===== src/rtl/mac_pkg.sv =====
// ----------------------------------------------------------------------
// mac_pkg : shared widths, defaults and FSM state type for the MAC feeder
// Rev 1.0
// ----------------------------------------------------------------------
`default_nettype none

package mac_pkg;

   localparam int OPERAND_W       = 4;
   localparam int ACC_W           = 8;
   localparam int DEFAULT_DEPTH   = 4;
   localparam int DEFAULT_TIMEOUT = 15;

   typedef enum logic [1:0] {
      IDLE  = 2'd0,
      ISSUE = 2'd1,
      WAIT  = 2'd2
   } state_t;

endpackage

`default_nettype wire


===== src/rtl/sync_fifo.sv =====
// ----------------------------------------------------------------------
// sync_fifo : single-clock FIFO with head-of-queue read and occupancy count
// Rev 1.0
// ----------------------------------------------------------------------
`default_nettype none

module sync_fifo #(
   parameter  int WIDTH = 8,
   parameter  int DEPTH = 4,
   localparam int PTR_W = $clog2(DEPTH),
   localparam int CNT_W = $clog2(DEPTH + 1)
) (
   input  logic             clk,
   input  logic             rst,
   input  logic             push_i,
   input  logic             pop_i,
   input  logic [WIDTH-1:0] din_i,
   output logic [WIDTH-1:0] dout_o,
   output logic             full_o,
   output logic             empty_o,
   output logic [CNT_W-1:0] count_o
);

   logic [WIDTH-1:0] mem_q [DEPTH];
   logic [PTR_W-1:0] wr_ptr_q;
   logic [PTR_W-1:0] rd_ptr_q;
   logic [CNT_W-1:0] count_q;
   logic             w_push;
   logic             w_pop;

   assign full_o  = (count_q == CNT_W'(DEPTH));
   assign empty_o = (count_q == '0);
   assign count_o = count_q;
   assign dout_o  = mem_q[rd_ptr_q];

   assign w_push = push_i && !full_o;
   assign w_pop  = pop_i && !empty_o;

   // Storage carries no reset; validity is tracked entirely by count_q.
   always_ff @(posedge clk) begin
      if (w_push) begin
         mem_q[wr_ptr_q] <= din_i;
      end
   end

   always_ff @(posedge clk) begin
      if (rst) begin
         wr_ptr_q <= '0;
         rd_ptr_q <= '0;
         count_q  <= '0;
      end else begin
         if (w_push) begin
            wr_ptr_q <= wr_ptr_q + PTR_W'(1);
         end
         if (w_pop) begin
            rd_ptr_q <= rd_ptr_q + PTR_W'(1);
         end
         case ({w_push, w_pop})
            2'b10:   count_q <= count_q + CNT_W'(1);
            2'b01:   count_q <= count_q - CNT_W'(1);
            default: count_q <= count_q;
         endcase
      end
   end

endmodule

`default_nettype wire


===== src/rtl/mac_operand_feeder.sv =====
// ----------------------------------------------------------------------
// mac_operand_feeder : queues operand pairs and issues them to the MAC
// Rev 1.0
// ----------------------------------------------------------------------
`default_nettype none

module mac_operand_feeder
   import mac_pkg::*;
#(
   parameter  int DEPTH   = DEFAULT_DEPTH,
   parameter  int TIMEOUT = DEFAULT_TIMEOUT,
   localparam int CNT_W   = $clog2(DEPTH + 1)
) (
   input  logic                 clk,
   input  logic                 rst,
   input  logic                 in_valid,
   output logic                 in_ready,
   input  logic [OPERAND_W-1:0] in_a,
   input  logic [OPERAND_W-1:0] in_b,
   output logic                 mac_load,
   output logic [OPERAND_W-1:0] mac_a,
   output logic [OPERAND_W-1:0] mac_b,
   input  logic                 mac_done,
   output logic                 busy,
   output logic [CNT_W-1:0]     count,
   output logic [ACC_W-1:0]     ops_done,
   output logic                 err
);

   localparam int FIFO_W = 2 * OPERAND_W;
   localparam int WAIT_W = $clog2(TIMEOUT + 1);

   state_t                 state_q;
   logic                   mac_load_q;
   logic                   busy_q;
   logic [OPERAND_W-1:0]   mac_a_q;
   logic [OPERAND_W-1:0]   mac_b_q;
   logic [WAIT_W-1:0]      wait_cnt_q;
   logic [ACC_W-1:0]       ops_done_q;
   logic                   err_q;

   logic                   w_full;
   logic                   w_empty;
   logic                   w_push;
   logic                   w_pop;
   logic [FIFO_W-1:0]      w_head;

   assign in_ready = !w_full;
   assign w_push   = in_valid && in_ready && !rst;
   assign w_pop    = !rst && !w_empty &&
                     ((state_q == IDLE) || ((state_q == WAIT) && mac_done));

   sync_fifo #(
      .WIDTH (FIFO_W),
      .DEPTH (DEPTH)
   ) u_fifo (
      .clk     (clk),
      .rst     (rst),
      .push_i  (w_push),
      .pop_i   (w_pop),
      .din_i   ({in_a, in_b}),
      .dout_o  (w_head),
      .full_o  (w_full),
      .empty_o (w_empty),
      .count_o (count)
   );

   always_ff @(posedge clk) begin
      if (rst) begin
         state_q    <= IDLE;
         mac_load_q <= 1'b0;
         busy_q     <= 1'b0;
         mac_a_q    <= '0;
         mac_b_q    <= '0;
         wait_cnt_q <= '0;
         ops_done_q <= '0;
         err_q      <= 1'b0;
      end else begin
         mac_load_q <= 1'b0;
         case (state_q)
            IDLE: begin
               if (w_pop) begin
                  state_q    <= ISSUE;
                  mac_load_q <= 1'b1;
                  busy_q     <= 1'b1;
               end
            end
            ISSUE: begin
               wait_cnt_q <= '0;
               state_q    <= WAIT;
            end
            WAIT: begin
               // A done arriving in the final allowed cycle still wins over the timeout.
               if (mac_done) begin
                  ops_done_q <= ops_done_q + ACC_W'(1);
                  if (w_pop) begin
                     state_q    <= ISSUE;
                     mac_load_q <= 1'b1;
                  end else begin
                     state_q <= IDLE;
                     busy_q  <= 1'b0;
                  end
               end else if (wait_cnt_q == WAIT_W'(TIMEOUT - 1)) begin
                  err_q   <= 1'b1;
                  state_q <= IDLE;
                  busy_q  <= 1'b0;
               end else begin
                  wait_cnt_q <= wait_cnt_q + WAIT_W'(1);
               end
            end
            default: begin
               state_q <= IDLE;
               busy_q  <= 1'b0;
            end
         endcase
         if (w_pop) begin
            {mac_a_q, mac_b_q} <= w_head;
         end
      end
   end

   assign mac_load = mac_load_q;
   assign busy     = busy_q;
   assign mac_a    = mac_a_q;
   assign mac_b    = mac_b_q;
   assign ops_done = ops_done_q;
   assign err      = err_q;

endmodule

`default_nettype wire


===== config.mk =====
export PLATFORM = sky130hd
export DESIGN_NAME = mac_operand_feeder
export DESIGN_NICKNAME = d
export VERILOG_FILES = /design/src/rtl/mac_pkg.sv /design/src/rtl/sync_fifo.sv /design/src/rtl/mac_operand_feeder.sv
export SDC_FILE = /design/constraint.sdc
export NUM_CORES = 1
export LEC_CHECK = 0
export BUFFER_PORTS_ARGS = -buffer_cell sky130_fd_sc_hd__buf_2
export CAP_MARGIN = 30
export CORE_UTILIZATION = 50
export CTS_CLUSTER_DIAMETER = 80
export DETAILED_ROUTE_END_ITERATION = 7
export PLACE_DENSITY = 0.77
export SYNTH_ARGS = -nofsm -noshare
export SYNTH_HDL_FRONTEND = slang
export SYNTH_HIERARCHICAL = 1
export SYNTH_SLANG_ARGS = --single-unit

===== constraint.sdc =====
create_clock -name clk -period 3.05 [get_ports clk]
set_input_delay 0.61 -clock clk [delete_from_list [all_inputs] [get_ports clk]]
set_output_delay 0.61 -clock clk [all_outputs]
set_load 0.05 [all_outputs]

# ---- Word level (Yosys, flattened, before mapping)
# Memory sizes are Yosys's and may differ from the RTL's. A register that Yosys moved wholly into a read port is not among the register bits.
# Index checks and enable logic that the tools add are counted.
dict set report word_totals {
  register_bits 24
  ramBits 32
  inputBits 12
  out_inout_bits 23
  elab_cells 68
  memories 1
}
# memory words word_bits read_ports rd_clocked_by_memory_dff write_ports line
set memory_table {}
lappend memory_table {u_fifo.mem_q 4 8 1 1 1 sync_fifo.sv:24} ;# logic [WIDTH-1:0] mem_q [DEPTH];
dict set report classes {
  n_addsub 6
  n_eq_ne 11
  n_mux 19
  n_bitwise 2
  n_reduce_logical 20
}
# op n
set ops {}
lappend ops {{$mux 1} 9}
lappend ops {{$add 8x1->8 const B} 1}
lappend ops {{$mux 4} 2}
lappend ops {{$pmux 4 s2} 1}
lappend ops {{$logic_and 1x1->1} 7}
lappend ops {{$mux 2} 3}
lappend ops {{$pmux 2 s3} 1}
lappend ops {{$pmux 3 s2} 1}
lappend ops {{$reduce_and 3->1} 2}
lappend ops {{$add 2x1->2 const B} 2}
lappend ops {{$add 4x1->4 const B} 1}
lappend ops {{$eq 2x1->1 const B} 2}
lappend ops {{$eq 2x2->1 const B} 2}
lappend ops {{$eq 4x4->1 const B} 1}
lappend ops {{$ne 2x2->1 const B} 2}
lappend ops {{$reduce_and 2->1} 2}
lappend ops {{$reduce_and 4->1} 1}
lappend ops {{$reduce_bool 2->1} 2}
lappend ops {{$add 3x1->3 const B} 1}
lappend ops {{$eq 3x3->1 const B} 1}
lappend ops {{$logic_not 1->1} 3}
lappend ops {{$logic_not 3->1} 1}
lappend ops {{$ne 3x2->1 const B} 1}
lappend ops {{$ne 3x3->1 const B} 1}
lappend ops {{other kinds (7)} 8}

# ---- Logic depth before layout (Yosys ltp)
dict set report logic_depth {
  depth_word 7
  ltp_mapped 12
  depth_no_buf 12
}

# ---- Hierarchy
# The synthesis kept the hierarchy.
# module n_inst cells_each area_each_um2 seq_area_each_um2
set modules_own_cells {}
lappend modules_own_cells {sync_fifo 1 96 1635.3 1141.1}
lappend modules_own_cells {mac_operand_feeder 1 127 1087.3 500.5}

# ---- Least setup slack after synthesis
# Ideal clock, no wire load.
dict set report synth_path {
  path_kind {register to register}
  from {register u_fifo.count_q[0] (netlist: u_fifo/count_o[0])}
  to {register u_fifo.count_q[2] (netlist: u_fifo/count_o[2])}
  setup_time_ns 0.070
  arrival_ns 2.912
  t_required_ns 2.980
  path_slack_ns 0.068
  path_stages_with_launch 13
  n_path_buf 1
  synth_period_minus_slack_ns 2.982
  path_cell_list {dfxtp_1 > nor3_2 > or3_1 > clkbuf_1 > nor2_1 > o31ai_2 > inv_1 > ha_1 > inv_1 > fa_1 > xor2_1 > or3_1 > a21oi_1}
}
dict set report synth_via {
  elab_chain_cells 7
  word_cells_on_any_way 16
  classes_between {add/sub (2); eq/ne (3); mux (1); reduce/logical (10)}
}
# element line
set synth_lines {}
lappend synth_lines {{from (decl)} sync_fifo.sv:27} ;# logic [CNT_W-1:0] count_q;
lappend synth_lines {{from (signal assigned)} sync_fifo.sv:59} ;# 2'b10: count_q <= count_q + CNT_W'(1);
lappend synth_lines {{from (signal assigned)} sync_fifo.sv:60} ;# 2'b01: count_q <= count_q - CNT_W'(1);
lappend synth_lines {{from (signal assigned)} sync_fifo.sv:61} ;# default: count_q <= count_q;
lappend synth_lines {{$logic_not 3->1 (*)} sync_fifo.sv:32} ;# assign empty_o = (count_q == '0);
lappend synth_lines {{via w_empty} mac_operand_feeder.sv:43} ;# logic w_empty;
lappend synth_lines {{$logic_not 1->1 (*)} mac_operand_feeder.sv:50} ;# assign w_pop = !rst && !w_empty &&
lappend synth_lines {{$logic_and 1x1->1 (*) (2 in series)} mac_operand_feeder.sv:50}
lappend synth_lines {{via w_pop} mac_operand_feeder.sv:45} ;# logic w_pop;
lappend synth_lines {{$logic_and 1x1->1 (*)} sync_fifo.sv:37} ;# assign w_pop = pop_i && !empty_o;
lappend synth_lines {{via u_fifo.w_pop} sync_fifo.sv:29} ;# logic w_pop;
lappend synth_lines {{$eq 2x1->1 or $eq 2x2->1 (tied branches)} sync_fifo.sv:58} ;# case ({w_push, w_pop})
lappend synth_lines {{$pmux 3 s2 or $reduce_bool 2->1 (tied branches)} n/a}
# Mark *: on every way through the listed nets, which the timed path passes. The rest lies on a longest branch.
# A chain may end at the register's enable or synchronous reset.

# ---- Worst setup path in the final report
dict set report layout_path {
  from {register u_fifo.count_q[1] (netlist: u_fifo/count_o[1])}
  to {register u_fifo.count_q[2] (netlist: u_fifo/count_o[2])}
}
# Same word-level chain as after synthesis.

==> summary.txt <==
Outcome
  – Status: finished, final reports clean

Timing
  – Unrepaired setup endpoints after global routing: false
  – Final period utilization: 0.835
  – Setup TNS: 0 ns
  – Fin. Hold Viols: 0
  – WHS: 0.468 ns
  – Max-slew violation count: 0
  – Fmax: 393 MHz
  – Setup WS post-layout: 0.503 ns
  – Worst-margin pin slew: 0.527 ns
  – Post-layout min period: 2.55 ns
  – Final setup viols: 0
  – Max-slew headroom: 0.647
  – Final Skew: 0.00916 ns

Power
  – Static Leakage: 0.00115 uW
  – Pwr dens: 601 nW/um2
  – Worst VDD drop: 0.339 mV
  – Tot Pwr: 1900 uW

Global route
  – Vias in the first global route: 1598
  – First-pass GRT wire length: 7250 um
  – Initial antenna violation count: 0
  – Largest net degree at the start of global routing: 27
  – Congestion Overflow GR: 0
  – GRT Total Usage: 0.179

Flow run
  – Max Cap Viol: 0

Logic synthesis
  – Post-synthesis xor/xnor area fraction: 0.0129
  – Synth Area in Compound Gates: 0.103
  – Synth Warn #: 6
  – Primary FF master, synth: dfxtp_1
  – Post-Syn Area per Cell: 12.2 um2
  – Synthesized area: 2720 um2
  – Adder-cell share of the synthesized area: 0.0441
  – Seq cells post-synth: 66
  – Number of enable flip-flop cells after synthesis: 32
  – Synthesized Nets: 244
  – Main combinational cell family by area after synthesis: simple AND/OR/NAND/NOR gates
  – Register area share after synthesis: 0.603
  – Synth Area in Simple Gates: 0.128
  – Cells after Synth: 223
  – Mux contribution to synthesized area: 0.0735
  – Async set-reset flop share out of synthesis: 0
  – Number of distinct library cells after synthesis: 37

Clock network
  – Root Buffer: clkbuf_8
  – Sink Count: 66
  – CTS Hold Bufs: 0
  – CTS buffer count: 9
  – H-tree Lvls: 3
  – Clk_lat worst skew: 0.34 ns
  – Setup Fix Bufs, Post-CTS: 0
  – Worst-path clk slew: 0.08 ns
  – Max clock buf depth: 2
  – Resized cells post-CTS: 0
  – CTS tree: done

Worst setup path
  – CP required: 3.32 ns
  – Worst EP arrival: 2.82 ns
  – Max FO, Critical Path: 6
  – Startpoint types: register
  – Worst r2r src: u_fifo/count_o[1]$_SDFFE_PP0P_
  – Setup crit start: u_fifo/count_o[1]$_SDFFE_PP0P_
  – Crit Path Class: register to register
  – Critical Path Sink Type: register

Detailed routing
  – Residual DRC: 0
  – Routed WL: 4690 um
  – Drt first-iter violations: 134
  – Via density: 5.41
  – First drt pass iteration count: 4
  – ANT nets after route: 0
  – WL/cell: 14.0 um
  – DR vias: 1811

Final layout
  – Layout Nets: 281
  – P&R area growth vs syn: 16.0%
  – Share of cells above drive strength 1: 0.245
  – ANT cells: 0
  – Most frequent cells in the layout: dfxtp_1 (34), buf_2 (34), edfxtp_1 (32)
  – # fillers: 393

Die
  – # IOs: 35
  – Core Area: 5170 um2
  – Die Wd: 75.8 um
  – Site Rows: 26
  – Initial Util: 0.526
  – Die outline height: 75.8 um
  – Die area: 5740 um2

Placement
  – Routability Congestion: 0.760
  – DPL Wire Length: 3200 um
  – Number of port buffers: 34
  – DP Worst Slack: 0.354 ns

Hold path
  – Worst Hold Class: register to register
  – Worst hold start: err$_SDFFE_PP0P_
path summary, 6_finish.rpt:
check / depth (start not counted) / to / slack (ns)
setup / recovery: 11 / u_fifo/count_o[2]$_SDFFE_PP0P_ / 0.50
hold / removal: 2 / err$_SDFFE_PP0P_ / 0.47
hold reg to reg: 2 / err$_SDFFE_PP0P_ / 0.47
setup reg to reg: 11 / u_fifo/count_o[2]$_SDFFE_PP0P_ / 0.50
synthesized netlist by cell type, drive strengths merged, types with 7 or more instances:
master | number | area (um2)
a21oi | 24 | 120
clkbuf | 7 | 27.5
dfxtp | 34 | 681
edfxtp | 32 | 961
ha | 8 | 100
inv | 14 | 52.6
mux4 | 8 | 180
nand3 | 11 | 55.1
nor2 | 12 | 45.0
o21ai | 14 | 70.1
o31ai | 7 | 57.6
or3 | 10 | 62.6
flip-flops by register name, indices dropped and copies added (netlist names), named ones only:
register,count
err,1
wait_cnt_q,4
u_fifo/rd_ptr_q,2
u_fifo/wr_ptr_q,2
busy,1
mac_b,4
u_fifo/mem_q,32
mac_load,1
ops_done,8
mac_a,4
u_fifo/count_o,3
state_q,2
per-layer routing:
layer	GRT usage	vias up	routed length, um
met1	0.208	871	2140
met2	0.300	38	2290
met5	0	-	0
met3	0.0556	8	193
li1	-	894	-
met4	0.0864	0	62
through the flow:
step | instance area (um2) | util | instances
2_1_floorplan | 2720 | - | 223
3_3_place_gp | 2960 | 0.572 | 319
3_5_place_dp | 2960 | 0.572 | 319
4_1_cts | 3160 | 0.611 | 335
5_1_grt | 3160 | 0.611 | 335
6_report | 3160 | 0.611 | 335
critical path, cell delays in order (launching register included):
cell	delay, ns
dfxtp_1	0.46
nor3_2	0.11
or3_1	0.37
nor2_1	0.17
o31ai_2	0.11
inv_1	0.06
ha_1	0.17
inv_1	0.06
fa_1	0.37
xor2_1	0.15
or3_1	0.30
a21oi_1	0.15
cells by family (layout without fill, tap and decap cells):
logic type,after synthesis,after routing
mux,10,10
fa+ha+maj,9,9
simple gates,60,60
flops,66,66
xor+xnor,4,4
compound gates,49,49
buf+inv,25,67
power by group:
group | internal (uW) | total, uW | switching [uW]
clock | 383 | 742 | 359
combinational | 56.0 | 175 | 119
sequential | 957 | 982 | 24.6
layout make-up:
cell class | count | area [um2] | area share
multi-input cells | 132 | 985 | 0.312
inverters | 14 | 52.6 | 0.0166
clock inverters | 7 | 76.3 | 0.0242
clock buffers | 9 | 124 | 0.0392
flip-flops and latches | 66 | 1640 | 0.520
repair buffers | 37 | 193 | 0.0610
well taps | 70 | 87.6 | 0.0277
Power figures use the tool's default switching activity.
